### src/rtl/i2c_pio_pkg.sv
// Shared constants for the I2C bit-bang PIO input port: register map,
// edge-select encodings and the Avalon data-bus width.
package i2c_pio_pkg;

  localparam int unsigned MAX_WIDTH = 32;

  localparam logic [1:0] ADDR_DATA = 2'd0;
  localparam logic [1:0] ADDR_MASK = 2'd2;
  localparam logic [1:0] ADDR_EDGE = 2'd3;

  localparam int unsigned EDGE_RISE = 0;
  localparam int unsigned EDGE_FALL = 1;
  localparam int unsigned EDGE_ANY  = 2;

endpackage

### src/rtl/i2c_pio_sync_bit.sv
// Single-bit input conditioning: SYNC_STAGES-deep synchronizer followed by an
// optional stable-count glitch filter (macro I2C_PIO_IN_GLITCH_FILTER_EN).
// Without the macro the conditioned value is the synchronizer output.
module i2c_pio_sync_bit #(
  parameter int unsigned SYNC_STAGES   = 2
`ifdef I2C_PIO_IN_GLITCH_FILTER_EN
  ,
  parameter int unsigned FILTER_CYCLES = 8
`endif
) (
  input  logic clk,
  input  logic reset_n,
  input  logic pin,
  output logic filt
);

  logic [SYNC_STAGES-1:0] sync_q;
  logic                   raw;

  // Metastability synchronizer chain, pin enters at bit 0
  always_ff @(posedge clk or negedge reset_n) begin
    if (!reset_n) sync_q <= '0;
    else          sync_q <= {sync_q[SYNC_STAGES-2:0], pin};
  end

  assign raw = sync_q[SYNC_STAGES-1];

`ifdef I2C_PIO_IN_GLITCH_FILTER_EN
  localparam int unsigned CNT_W = 8;

  logic [CNT_W-1:0] cnt_q, cnt_d;
  logic             filt_q, filt_d;

  // Accept a new level only after it has persisted FILTER_CYCLES cycles
  always_comb begin
    filt_d = filt_q;
    cnt_d  = '0;
    if (raw != filt_q) begin
      if (cnt_q == CNT_W'(FILTER_CYCLES - 1)) filt_d = raw;
      else                                    cnt_d  = cnt_q + CNT_W'(1);
    end
  end

  // Filter state registers
  always_ff @(posedge clk or negedge reset_n) begin
    if (!reset_n) begin
      cnt_q  <= '0;
      filt_q <= 1'b0;
    end else begin
      cnt_q  <= cnt_d;
      filt_q <= filt_d;
    end
  end

  assign filt = filt_q;
`else
  assign filt = raw;
`endif

endmodule

### src/rtl/i2c_pio_in.sv
// Avalon-MM input PIO for the I2C bit-bang lines: synchronized pin readback,
// sticky edge capture with write-1-to-clear, and a maskable level interrupt.
// Optional glitch filter enabled by defining I2C_PIO_IN_GLITCH_FILTER_EN.
module i2c_pio_in
  import i2c_pio_pkg::*;
#(
  parameter int unsigned WIDTH         = 5,
  parameter int unsigned SYNC_STAGES   = 2,
  parameter int unsigned EDGE_TYPE     = 2,
  parameter int unsigned FILTER_CYCLES = 8
) (
  input  logic                 clk,
  input  logic                 reset_n,
  input  logic [1:0]           address,
  input  logic                 chipselect,
  input  logic                 write_n,
  input  logic [31:0]          writedata,
  input  logic [WIDTH-1:0]     in_port,
  output logic [31:0]          readdata,
  output logic                 irq
);

`ifdef I2C_PIO_IN_GLITCH_FILTER_EN
  localparam int unsigned FILT_LAT = FILTER_CYCLES;
`else
  localparam int unsigned FILT_LAT = FILTER_CYCLES * 0;
`endif
  // Arm window covers the pipeline so pins high through reset raise nothing
  localparam int unsigned ARM_MAX = SYNC_STAGES + 1 + FILT_LAT;
  localparam int unsigned ARM_W   = $clog2(ARM_MAX + 1);

  logic [WIDTH-1:0] val;
  logic [WIDTH-1:0] prev_q;
  logic [WIDTH-1:0] edge_q, edge_d;
  logic [WIDTH-1:0] mask_q, mask_d;
  logic [WIDTH-1:0] evt;
  logic [ARM_W-1:0] arm_q, arm_d;
  logic [31:0]      rdata_q, rdata_d;
  logic             irq_q, irq_d;
  logic             armed;
  logic             wr;
  logic             unused_wdata;

  assign unused_wdata = ^writedata;

  // Per-bit synchronizer and optional filter
  for (genvar i = 0; i < WIDTH; i++) begin : g_bit
    i2c_pio_sync_bit #(
      .SYNC_STAGES  (SYNC_STAGES)
`ifdef I2C_PIO_IN_GLITCH_FILTER_EN
      ,
      .FILTER_CYCLES(FILTER_CYCLES)
`endif
    ) u_sync (
      .clk    (clk),
      .reset_n(reset_n),
      .pin    (in_port[i]),
      .filt   (val[i])
    );
  end

  assign armed = (arm_q == ARM_W'(ARM_MAX));
  assign wr    = chipselect && !write_n;

  // Next-state logic for edge capture, mask, arm counter, readback and irq
  always_comb begin
    evt     = '0;
    arm_d   = arm_q;
    mask_d  = mask_q;
    edge_d  = edge_q;
    rdata_d = '0;
    irq_d   = |(edge_q & mask_q);

    if (EDGE_TYPE == EDGE_RISE)      evt = val & ~prev_q;
    else if (EDGE_TYPE == EDGE_FALL) evt = ~val & prev_q;
    else                             evt = val ^ prev_q;
    if (!armed) begin
      evt   = '0;
      arm_d = arm_q + ARM_W'(1);
    end

    if (wr && address == ADDR_MASK) mask_d = writedata[WIDTH-1:0];
    if (wr && address == ADDR_EDGE) edge_d = edge_q & ~writedata[WIDTH-1:0];
    edge_d = edge_d | evt;

    case (address)
      ADDR_DATA: rdata_d = MAX_WIDTH'(val);
      ADDR_MASK: rdata_d = MAX_WIDTH'(mask_q);
      ADDR_EDGE: rdata_d = MAX_WIDTH'(edge_q);
      default:   rdata_d = '0;
    endcase
  end

  // State registers
  always_ff @(posedge clk or negedge reset_n) begin
    if (!reset_n) begin
      prev_q  <= '0;
      edge_q  <= '0;
      mask_q  <= '0;
      arm_q   <= '0;
      rdata_q <= '0;
      irq_q   <= 1'b0;
    end else begin
      prev_q  <= val;
      edge_q  <= edge_d;
      mask_q  <= mask_d;
      arm_q   <= arm_d;
      rdata_q <= rdata_d;
      irq_q   <= irq_d;
    end
  end

  assign readdata = rdata_q;
  assign irq      = irq_q;

endmodule
### config.mk
export PLATFORM = sky130hd
export DESIGN_NAME = i2c_pio_in
export DESIGN_NICKNAME = d
export VERILOG_FILES = /design/src/rtl/i2c_pio_pkg.sv /design/src/rtl/i2c_pio_sync_bit.sv /design/src/rtl/i2c_pio_in.sv
export SDC_FILE = /design/constraint.sdc
export NUM_CORES = 1
export LEC_CHECK = 0
export CORE_MARGIN = 3
export CORE_UTILIZATION = 35
export CTS_CLUSTER_SIZE = 24
export DETAILED_ROUTE_END_ITERATION = 7
export MAX_ROUTING_LAYER = met4
export PLACE_DENSITY = 0.75
export SYNTH_ARGS = -nofsm -noshare
export SYNTH_HDL_FRONTEND = slang
export SYNTH_SLANG_ARGS = --single-unit
export TNS_END_PERCENT = 50
### constraint.sdc
create_clock -name clk -period 1.2 [get_ports clk]
set_input_delay 0.3 -clock clk [delete_from_list [all_inputs] [get_ports clk]]
set_output_delay 0.3 -clock clk [all_outputs]
set_load 0.005 [all_outputs]
==> results.sh <==
export IMPL_nNetsFinal=179
export IMPL_finalCritPeriodShare_pct=98.1
export IMPL_hold_viol_final=0
export IMPL_hpwlAfterDp_um=1780
export IMPL_grt_pass1_vias=817
export IMPL_synth_area_leaders="dfrtp_1, buf_4, mux2_2"
export IMPL_vias=819
export IMPL_cts_buffers=5
export IMPL_gp_congestion=0.776
export IMPL_seqCellArea_um2=826
export IMPL_syn_mean_instance_area_um2=13.6
export IMPL_irDropWorstVdd_uv=794
export IMPL_die_area_mm2=0.00481
export IMPL_grt_pass1_wl_um=3980
export IMPL_cts_setup_buffers=0
export IMPL_clock_sinks=33
export IMPL_tritoncts="built"
export IMPL_drc_errors=0
export IMPL_n_fill_cell=348
export IMPL_path_buf_inv=1
export IMPL_ys_warnings_count=0
export IMPL_ys_types=16
export IMPL_skew_ns=0.00571
export IMPL_synth_top_cell_area_share_pct=58.8
export IMPL_ant_nets=0
export IMPL_worstPathArrival_ns=1.34
export IMPL_wire_per_inst_um=13.1
export IMPL_io_pins=76
export IMPL_worst_slack_ns=0.0228
export IMPL_final_min_clock_period_ns=1.18
export IMPL_die_h_um=69.4
export IMPL_drtIter0Drc=24
export IMPL_worst_path_max_fanout=7
export IMPL_max_freq_mhz=849
export IMPL_overflow=0
export IMPL_num_antenna_cells=0
export IMPL_cts_hold_buf=0
export IMPL_cp_top_family="simple AND/OR/NAND/NOR gates"
export IMPL_antenna_found_initial=0
export IMPL_drt_pass1_iter_count=6
export IMPL_worstPathCellList="clkdlybuf4s15_2, and4bb_4, mux2_2"
export IMPL_core_area_mm2=0.00377
export IMPL_min_path_type="flop to flop"
export IMPL_run_status="complete, no violations"
export IMPL_setup_viol=0
export IMPL_power_density_mw_per_mm2=1360
export IMPL_clockRootBuffer="clkbuf_8"
export IMPL_rsz0062_at_grt="no"
export IMPL_dp_slack_ns=-0.567
export IMPL_io_buffers=21
export IMPL_drv_slew=0
export IMPL_critPathLaunchType="input port"
export IMPL_cts_path_max_buffers=2
export IMPL_layout_drive_gt1_share_pct=21.3
export IMPL_worst_setup_hold_path_clk_slew_ns=0.06
export IMPL_netlist_instances=103
export IMPL_multiInputGateArea_um2=455
export IMPL_cpPeakStageDelay_ns=0.43
export IMPL_clk_latency_ns=0.28
export IMPL_fin_hold_ws_ns=0.351
export IMPL_crit_type="input port to flop"
export IMPL_drt_vias_per_instance=4.45
export IMPL_grt_max_degree=34
export IMPL_fp_dieW_um=69.4
export IMPL_maxCapViolCount=0
export IMPL_worstSetupEndpointType="flop"
export IMPL_htree_levels=2
export IMPL_netlist_area_mm2=0.00141
export IMPL_finalWirelength_um=2420
export IMPL_layout_common_cells="dfrtp_1, conb_1, clkdlybuf4s50_1"
export IMPL_required_ns=1.36
export IMPL_ys_seq_area_share_pct=58.8
export IMPL_final_common_cell="dfrtp_1"
export IMPL_initial_utilization_pct=37.3
export IMPL_row_count=22
export IMPL_ys_ff_latch=33
export IMPL_p_leak_nw=0.756
export IMPL_yosysTopAreaCell="dfrtp_1"
export IMPL_critPathSlowestCell="and4bb_4"
export IMPL_syn_to_final_growth_pct=21.3
export IMPL_track_usage_pct=10.9
-- flip-flops by register name, summed over array words and instances (netlist names) --
signal / count
arm_q: 2
edge_q: 5
g_bit.u_sync.sync_q: 10
irq: 1
mask_q: 5
prev_q: 5
readdata: 5
-- power by group --
| group | internal [mW] | switching [mW] | leakage (nW) | total (mW) |
|---|---|---|---|---|
| clock network | 0.401 | 0.370 | 0.0450 | 0.771 |
| registers | 1.20 | 0.0548 | 0.367 | 1.26 |
| logic | 0.177 | 0.120 | 0.344 | 0.297 |
| total | 1.78 | 0.545 | 0.756 | 2.33 |
-- final timing paths --
path / startpoint / to / slack, ns / cells after the start
max: address[0] / mask_q[2] / 0.02 / 3
min: g_bit[3].u_sync.sync_q[0] / g_bit[3].u_sync.sync_q[1] / 0.35 / 0
max reg2reg: arm_q[0] / edge_q[0] / 0.09 / 3
min reg2reg: g_bit[3].u_sync.sync_q[0] / g_bit[3].u_sync.sync_q[1] / 0.35 / 0
max in group asynchronous: reset_n / mask_q[2] / 0.66 / 2
min in group asynchronous: reset_n / prev_q[4] / 0.38 / 2
-- worst reg2reg max path: cells and delay by family, from the launching register on --
family / cells / cell delay (ns)
compound gates: 1 / 0.21
fa+ha+maj: 1 / 0.22
buf+inv: 1 / 0.17
flops: 1 / 0.39
-- cell usage after synthesis (all sizes together) --
| master | n |
|---|---|
| dfrtp | 33 |
| a222oi | 1 |
| clkbuf | 1 |
| nand2 | 6 |
| conb | 1 |
| nor2 | 1 |
| and4bb | 1 |
| a22oi | 1 |
| xor2 | 5 |
| ha | 1 |
| xnor2 | 1 |
| and4b | 1 |
| a22o | 10 |
| buf | 29 |
| mux2 | 11 |
-- metal layers --
| layer | global-route usage (%) | vias up | part of all wire [%] |
|---|---|---|---|
| met5 | - | - | 0 |
| met4 | 3.90 | 0 | 1.1 |
| met3 | 4.64 | 6 | 9.2 |
| met2 | 15.9 | 56 | 45 |
| met1 | 13.7 | 394 | 45 |
| li1 | - | 363 | - |
-- per-stage QoR --
stage	setup TNS [ns]	total power [mW]	cells	cell area, um2	util (%)
floorplan	0	1.47	129	1500	-
global placement	-6.93	1.57	176	1620	43.0
detailed placement	-7.59	1.59	176	1620	43.0
CTS	0	2.35	184	1700	45.1
global route	0	2.46	184	1700	45.2
finish	0	2.33	184	1700	45.2
-- cell type report --
cell class                 count  share of cell area (%)
clock inverter                 2                   0.587
clock buffer                   6                    4.26
timing repair buffer          29                    16.4
sequential                    33                    48.5
tap                           48                    3.52
multi-input combinational     66                    26.7
-- cell families after synthesis --
| group | after synthesis | share of synthesized area [%] |
|---|---|---|
| other | 1 | 0.267 |
| AOI/OAI and AO/OA | 12 | 7.48 |
| muxes | 11 | 8.82 |
| DFF | 33 | 58.8 |
| and+or+nand+nor | 9 | 4.01 |
| adders and majority gates | 1 | 0.890 |
| xor gates and xnor gates | 6 | 3.74 |
| buffers and inverters | 30 | 16.0 |
-- repair_timing --
item	CTS	global route
endpoints found under the setup margin	21	3
pin swaps	1	0
resized for setup	16	3
endpoints found under the hold margin	0	0
No activity file was read; power rests on OpenSTA's default activity.
